`src/rtl/atmega_uart_pkg.sv`:
```
// Shared constants for the atmega_uart bus-master sequencer: register bit positions,
// controller state encoding and UCSRB init values. RX path gated by ATMEGA_UART_CTRL_RX_EN.
package atmega_uart_pkg;

  localparam int unsigned UcsraRxcBit  = 7;
  localparam int unsigned UcsraUdreBit = 5;
  localparam int unsigned UcsrbRxenBit = 4;
  localparam int unsigned UcsrbTxenBit = 3;

  localparam logic [7:0] UcsrbInitTx   = 8'(1 << UcsrbTxenBit);
  localparam logic [7:0] UcsrbInitRxTx = 8'((1 << UcsrbTxenBit) | (1 << UcsrbRxenBit));

`ifdef ATMEGA_UART_CTRL_RX_EN
  typedef enum logic [2:0] {
    StInitH, StInitL, StInitC, StInitB, StPoll, StRdUdr, StWrUdr
  } ctrl_state_e;
`else
  typedef enum logic [2:0] {
    StInitH, StInitL, StInitC, StInitB, StPoll, StWrUdr
  } ctrl_state_e;
`endif

  function automatic logic [7:0] ucsrb_init(input bit rx_en);
    return rx_en ? UcsrbInitRxTx : UcsrbInitTx;
  endfunction

endpackage

```
`src/rtl/atmega_uart_ctrl_fifo.sv`:
```
// Synchronous FIFO for the TX byte stream; push is accepted when full only alongside a pop.
module atmega_uart_ctrl_fifo #(
  parameter int unsigned Width = 8,
  parameter int unsigned Depth = 16
) (
  input  logic             clk_i,
  input  logic             rst_i,
  input  logic             push_i,
  input  logic [Width-1:0] data_i,
  input  logic             pop_i,
  output logic [Width-1:0] data_o,
  output logic             full_o,
  output logic             empty_o
);

  localparam int unsigned PtrW = $clog2(Depth);

  logic [Width-1:0] mem_q [Depth];
  logic [PtrW-1:0]  wr_ptr_q, rd_ptr_q;
  logic [PtrW:0]    count_q;
  logic             do_push, do_pop;

  assign full_o  = (count_q == (PtrW+1)'(Depth));
  assign empty_o = (count_q == '0);
  assign do_pop  = pop_i & ~empty_o;
  assign do_push = push_i & (~full_o | do_pop);
  assign data_o  = mem_q[rd_ptr_q];

  always_ff @(posedge clk_i) begin
    if (do_push) mem_q[wr_ptr_q] <= data_i;
  end

  always_ff @(posedge clk_i) begin
    if (!rst_i) begin
      wr_ptr_q <= '0;
      rd_ptr_q <= '0;
      count_q  <= '0;
    end else begin
      if (do_push) wr_ptr_q <= wr_ptr_q + PtrW'(1);
      if (do_pop)  rd_ptr_q <= rd_ptr_q + PtrW'(1);
      if (do_push && !do_pop)      count_q <= count_q + (PtrW+1)'(1);
      else if (do_pop && !do_push) count_q <= count_q - (PtrW+1)'(1);
    end
  end

endmodule

```
`src/rtl/atmega_uart_ctrl.sv`:
```
// Bus-master sequencer replacing a CPU in front of atmega_uart: init, then poll UCSRA and
// move bytes between streams and UDR. Define ATMEGA_UART_CTRL_RX_EN to build the RX path.
module atmega_uart_ctrl
  import atmega_uart_pkg::*;
#(
  parameter int unsigned                  BUS_ADDR_DATA_LEN = 8,
  parameter logic [BUS_ADDR_DATA_LEN-1:0] UDR_ADDR   = BUS_ADDR_DATA_LEN'(8'hc1),
  parameter logic [BUS_ADDR_DATA_LEN-1:0] UCSRA_ADDR = BUS_ADDR_DATA_LEN'(8'hc8),
  parameter logic [BUS_ADDR_DATA_LEN-1:0] UCSRB_ADDR = BUS_ADDR_DATA_LEN'(8'hc9),
  parameter logic [BUS_ADDR_DATA_LEN-1:0] UCSRC_ADDR = BUS_ADDR_DATA_LEN'(8'hca),
  parameter logic [BUS_ADDR_DATA_LEN-1:0] UBRRL_ADDR = BUS_ADDR_DATA_LEN'(8'hcc),
  parameter logic [BUS_ADDR_DATA_LEN-1:0] UBRRH_ADDR = BUS_ADDR_DATA_LEN'(8'hcd),
  parameter logic [11:0]                  UBRR_INIT  = 12'd103,
  parameter logic [7:0]                   UCSRC_INIT = 8'h06,
  parameter int unsigned                  TX_FIFO_DEPTH = 16
) (
  input  logic                         clk_i,
  input  logic                         rst_i,
  output logic [BUS_ADDR_DATA_LEN-1:0] addr_o,
  output logic                         wr_o,
  output logic                         rd_o,
  output logic [7:0]                   dat_o,
  input  logic [7:0]                   dat_i,
  input  logic                         cfg_reload_i,
  input  logic [7:0]                   tx_data_i,
  input  logic                         tx_valid_i,
  output logic                         tx_ready_o,
  output logic [7:0]                   rx_data_o,
  output logic                         rx_valid_o,
  input  logic                         rx_ready_i,
  output logic                         busy_o
);

`ifdef ATMEGA_UART_CTRL_RX_EN
  localparam bit RxEn = 1'b1;
`else
  localparam bit RxEn = 1'b0;
`endif
  localparam logic [7:0] UcsrbInit = ucsrb_init(RxEn);

  ctrl_state_e state_q;
  logic        reload_pend_q;
  logic        udre_q;
  logic        fifo_full, fifo_empty, fifo_push, fifo_pop;
  logic [7:0]  fifo_head;
  logic        in_init;

  assign tx_ready_o = rst_i & ~fifo_full;
  assign fifo_push  = tx_valid_i & tx_ready_o;
  assign fifo_pop   = (state_q == StWrUdr);

  atmega_uart_ctrl_fifo #(
    .Width (8),
    .Depth (TX_FIFO_DEPTH)
  ) u_tx_fifo (
    .clk_i   (clk_i),
    .rst_i   (rst_i),
    .push_i  (fifo_push),
    .data_i  (tx_data_i),
    .pop_i   (fifo_pop),
    .data_o  (fifo_head),
    .full_o  (fifo_full),
    .empty_o (fifo_empty)
  );

`ifdef ATMEGA_UART_CTRL_RX_EN
  logic       rx_valid_q;
  logic [7:0] rx_data_q;
  assign rx_valid_o = rx_valid_q;
  assign rx_data_o  = rx_data_q;
`else
  logic unused_inputs;
  assign unused_inputs = ^{dat_i, rx_ready_i};
  assign rx_valid_o    = 1'b0;
  assign rx_data_o     = 8'h00;
`endif

  always_ff @(posedge clk_i) begin
    if (!rst_i) begin
      state_q       <= StInitH;
      reload_pend_q <= 1'b0;
      udre_q        <= 1'b1;
`ifdef ATMEGA_UART_CTRL_RX_EN
      rx_valid_q    <= 1'b0;
      rx_data_q     <= 8'h00;
`endif
    end else begin
      if (cfg_reload_i) reload_pend_q <= 1'b1;
`ifdef ATMEGA_UART_CTRL_RX_EN
      if (rx_valid_q && rx_ready_i) rx_valid_q <= 1'b0;
`endif
      unique case (state_q)
        StInitH: state_q <= StInitL;
        StInitL: state_q <= StInitC;
        StInitC: state_q <= StInitB;
        StInitB: state_q <= StPoll;
        StPoll: begin
          udre_q <= dat_i[UcsraUdreBit];
          // A pending reload outranks data movement; a reload pulse this cycle re-arms it.
          if (reload_pend_q) begin
            state_q       <= StInitH;
            reload_pend_q <= cfg_reload_i;
`ifdef ATMEGA_UART_CTRL_RX_EN
          end else if (dat_i[UcsraRxcBit] && !rx_valid_q) begin
            state_q <= StRdUdr;
`endif
          end else if (dat_i[UcsraUdreBit] && !fifo_empty) begin
            state_q <= StWrUdr;
          end
        end
`ifdef ATMEGA_UART_CTRL_RX_EN
        StRdUdr: begin
          rx_data_q  <= dat_i;
          rx_valid_q <= 1'b1;
          state_q    <= StPoll;
        end
`endif
        StWrUdr: state_q <= StPoll;
        default: state_q <= StInitH;
      endcase
    end
  end

  assign in_init = (state_q == StInitH) || (state_q == StInitL) ||
                   (state_q == StInitC) || (state_q == StInitB);
  assign busy_o  = rst_i & (in_init | ~fifo_empty | ~udre_q);

  always_comb begin
    addr_o = '0;
    wr_o   = 1'b0;
    rd_o   = 1'b0;
    dat_o  = 8'h00;
    if (rst_i) begin
      unique case (state_q)
        StInitH: begin wr_o = 1'b1; addr_o = UBRRH_ADDR; dat_o = {4'h0, UBRR_INIT[11:8]}; end
        StInitL: begin wr_o = 1'b1; addr_o = UBRRL_ADDR; dat_o = UBRR_INIT[7:0];          end
        StInitC: begin wr_o = 1'b1; addr_o = UCSRC_ADDR; dat_o = UCSRC_INIT;              end
        StInitB: begin wr_o = 1'b1; addr_o = UCSRB_ADDR; dat_o = UcsrbInit;               end
        StPoll:  begin rd_o = 1'b1; addr_o = UCSRA_ADDR;                                  end
`ifdef ATMEGA_UART_CTRL_RX_EN
        StRdUdr: begin rd_o = 1'b1; addr_o = UDR_ADDR;                                    end
`endif
        StWrUdr: begin wr_o = 1'b1; addr_o = UDR_ADDR;   dat_o = fifo_head;               end
        default: ;
      endcase
    end
  end

endmodule

```
`config.mk`:
```
export PLATFORM = sky130hd
export DESIGN_NAME = atmega_uart_ctrl
export DESIGN_NICKNAME = d
export VERILOG_FILES = /design/src/rtl/atmega_uart_pkg.sv /design/src/rtl/atmega_uart_ctrl_fifo.sv /design/src/rtl/atmega_uart_ctrl.sv
export SDC_FILE = /design/constraint.sdc
export NUM_CORES = 1
export LEC_CHECK = 0
export ABC_AREA = 1
export BUFFER_PORTS_ARGS = -buffer_cell sky130_fd_sc_hd__buf_2
export CORE_MARGIN = 2
export CORE_UTILIZATION = 48
export CTS_CLUSTER_SIZE = 40
export DETAILED_ROUTE_END_ITERATION = 6
export GPL_TIMING_DRIVEN = 0
export PLACE_DENSITY = 0.66
export SYNTH_ARGS = -nofsm -noshare
export SYNTH_HDL_FRONTEND = slang
export SYNTH_SLANG_ARGS = --single-unit
```
`constraint.sdc`:
```
create_clock -name clk_i -period 2.9 [get_ports clk_i]
set_input_delay 0.87 -clock clk_i [delete_from_list [all_inputs] [get_ports clk_i]]
set_output_delay 0.87 -clock clk_i [all_outputs]
set_load 0.02 [all_outputs]
```
==> out/qor.csv <==
stage,metric,value,unit
synthesis,area share of the largest cell type after synthesis,58.4,%
floorplan,Die W,121,um
job,Max Cap Viol,0,
critical_path,CP Buf/Inv Count,4,
critical_path,Worst Path Arrival,2.00,ns
clock_network,# hold bufs at CTS,0,
finish,most frequent cells in the layout,"nand2_1, edfxtp_1, nand3_1",
floorplan,Die Height,121,um
synthesis,largest cells by area after synthesis,"edfxtp_1, nand2_1, dfxtp_1",
critical_path,Max Fanout on Critical Path,5,
floorplan,I/O pin cnt,50,
timing,Achievable Freq,0.349,GHz
synthesis,Synth cell types,29,
global_route,GRT overflow,0,
clock_network,Clock Latency Late Sink,0.43,ns
timing,final setup vio count,0,
finish,fin util,58.2,%
placed_design,dpl hpwl,10.6,mm
floorplan,FP Rows,42,
global_route,initial antenna violation count,0,
drt,Pre-antenna DRT Iters,5,
global_route,Tot GR Track Use,22.8,%
floorplan,core area,13300,um^2
global_route,number of global-route vias before repair,4466,
drt,DRC,0,
power_and_ir_drop,leak pwr,3.08,nW
global_route,first-pass GRT wire length,24.2,mm
timing,Least-Margin Pin Slew,1.04,ns
power_and_ir_drop,Worst VDD drop,447,uV
critical_path,CP Cell Sequence,buf_2 -> clkinvlp_4 -> nor2_4 -> inv_1 -> nor2_4 -> nand2_1 -> nor2_1 -> buf_2,
drt,drt first-iter violations,572,
critical_path,crit path capture type,output port,
clock_network,clock buffer depth,2,
critical_path,slowest cell delay on critical path,0.19,ns
power_and_ir_drop,Power per Cell Area,643,nW/um^2
finish,share of cells above drive strength 1,15.9,%
clock_network,Clock Sinks,150,
timing,Slew Limit Headroom,30.4,%
drt,via/cell ratio,5.30,
drt,Final ANT Viol Nets,0,
critical_path,family with the most delay on the worst path,buffers and inverters,
drt,drt total wl,15.9,mm
critical_path,critical path class,primary input to output port,
clock_network,CTS Buf Count,17,
clock_network,Clock transition at path regs,0.06,ns
clock_network,CTS tree,done,
timing,unrepaired setup endpoints after global routing,yes,
drt,WL/cell,17.7,um
clock_network,htree depth,4,
timing,Final Hold Fails,0,
synthesis,syn_area_per_cell,10.2,um^2
synthesis,largest area contributor in the netlist,edfxtp_1,
critical_path,Critical Path Slowest Stage Cell,nor2_4,
synthesis,sequential area share after synthesis,65.1,%
placed_design,I/O Buffers,30,
placed_design,routability cong.,0.889,
global_route,largest net degree at the start of global routing,17,
timing,"Period Utilization, post-route",98.9,%
critical_path,Worst Setup Start Kind,primary input,
critical_path,WP data required,2.03,ns
synthesis,post-synthesis cell area,6580,um^2
finish,"commonest non-fill, non-tap cell in the layout",nand2_1,
synthesis,Ys Warns,0,
worst_hold_path,Hold Crit Class,flop to flop,
drt,Vias,4735,
timing,Setup TNS,0,ns
status,status,finished clean,
timing,final slew viol count,0,
synthesis,Mapped Cells,643,
timing,clock skew,0.00543,ns
finish,number of inserted diodes,0,
clock_network,Clock Root Buffer,clkbuf_16,
floorplan,initial core utilization,49.5,%
finish,area grow syn2layout,17.7,%
finish,fin nets,736,
floorplan,DIE AREA,14700,um^2
synthesis,"flops & latches, synth",150,
timing,fin crit period,2.87,ns
==> cell type report <==
type	count	area [um^2]
Buffer	39	334
Clock buffer	23	543
Clock inverter	9	83.8
Fill cell	1104	5560
Inverter	49	190
Multi-Input combinational cell	415	1900
Sequential cell	150	4280
Tap cell	176	220
Timing Repair Buffer	33	180
==> flip-flops by register name (all words and copies together), names as in the netlist, named ones only <==
register            flops
reload_pend_q           1
state_q                 3
u_tx_fifo.count_q       5
u_tx_fifo.mem_q       128
u_tx_fifo.rd_ptr_q      4
u_tx_fifo.wr_ptr_q      4
udre_q                  1
==> synthesized netlist by cell type <==
master / instances
nand2_1: 177
buf_2: 15
ha_1: 9
nand3_2: 1
or2_1: 1
xor2_1: 2
inv_2: 4
o21ai_1: 7
inv_4: 1
dfxtp_1: 22
nand4_1: 2
clkbuf_1: 5
nand3_1: 79
inv_1: 44
xnor2_1: 2
buf_4: 14
buf_8: 3
nor2_1: 70
buf_6: 2
or2_0: 1
o21ai_0: 24
a31oi_1: 1
a21oi_1: 20
nor2_2: 2
edfxtp_1: 128
conb_1: 1
o211ai_1: 4
fa_1: 1
nand3b_1: 1
==> cell families after synthesis <==
logic type / count (synthesis) / share of synthesized area, %
flops: 150 / 65.1
fa+ha+maj: 10 / 2.02
simple gates: 334 / 20.9
other cells: 1 / 0.0570
compound gates: 56 / 4.43
buf+inv: 88 / 6.89
xor+xnor: 4 / 0.533
==> worst reg2reg max path: stages (launching register included) <==
cell,delay [ns]
dfxtp_1,0.41
nor2_1,0.09
nand4_1,0.11
nand3_2,0.15
inv_1,0.22
ha_1,0.25
inv_1,0.11
ha_1,0.34
a21oi_1,0.15
nand2_1,0.08
xor2_1,0.13
o21ai_0,0.14
inv_1,0.05
==> routing by layer <==
metal	global-route usage, %	routed length [um]	vias up
met2	36.2	7690	184
met3	6.34	1040	33
met4	9.38	353	0
met1	29.5	6780	2255
met5	0	0	-
li1	-	-	2263
==> metrics by stage <==
stage / cell area [um^2] / hold slack (ns) / power, mW / cells / setup slack [ns]
6_report: 7740 / 0.472 / 4.98 / 894 / 0.0326
3_5_place_dp: 6990 / 0.459 / 2.74 / 859 / -0.195
3_3_place_gp: 6990 / 0.440 / 2.73 / 859 / -0.195
4_1_cts: 7630 / 0.474 / 4.98 / 891 / -0.00821
2_1_floorplan: 6620 / 0.429 / 2.63 / 653 / 0.304
5_1_grt: 7740 / 0.514 / 5.12 / 894 / -0.0557
==> report_power, final <==
| group | leakage [nW] | switching (mW) | internal (mW) | total, mW |
|---|---|---|---|---|
| logic | 1.45 | 0.220 | 0.108 | 0.328 |
| clock network | 0.298 | 0.859 | 1.40 | 2.26 |
| registers | 1.33 | 0.0173 | 2.37 | 2.38 |
| total | 3.08 | 1.10 | 3.88 | 4.98 |
==> path summary, 6_finish.rpt <==
check	from	endpoint	slack [ns]	depth (start not counted)
max reg2reg	u_tx_fifo.count_q[0]	u_tx_fifo.count_q[3]	0.55	12
max	rst_i	dat_o[4]	0.03	8
min	udre_q	udre_q	0.47	2
min reg2reg	udre_q	udre_q	0.47	2
==> repair_timing <==
action,4_1_cts,5_1_grt
buffers inserted,0,3
pin swaps,0,3
resized for setup,5,36
setup endpoints to repair,9,9
Note: power is estimated with default switching activity, not from simulation.
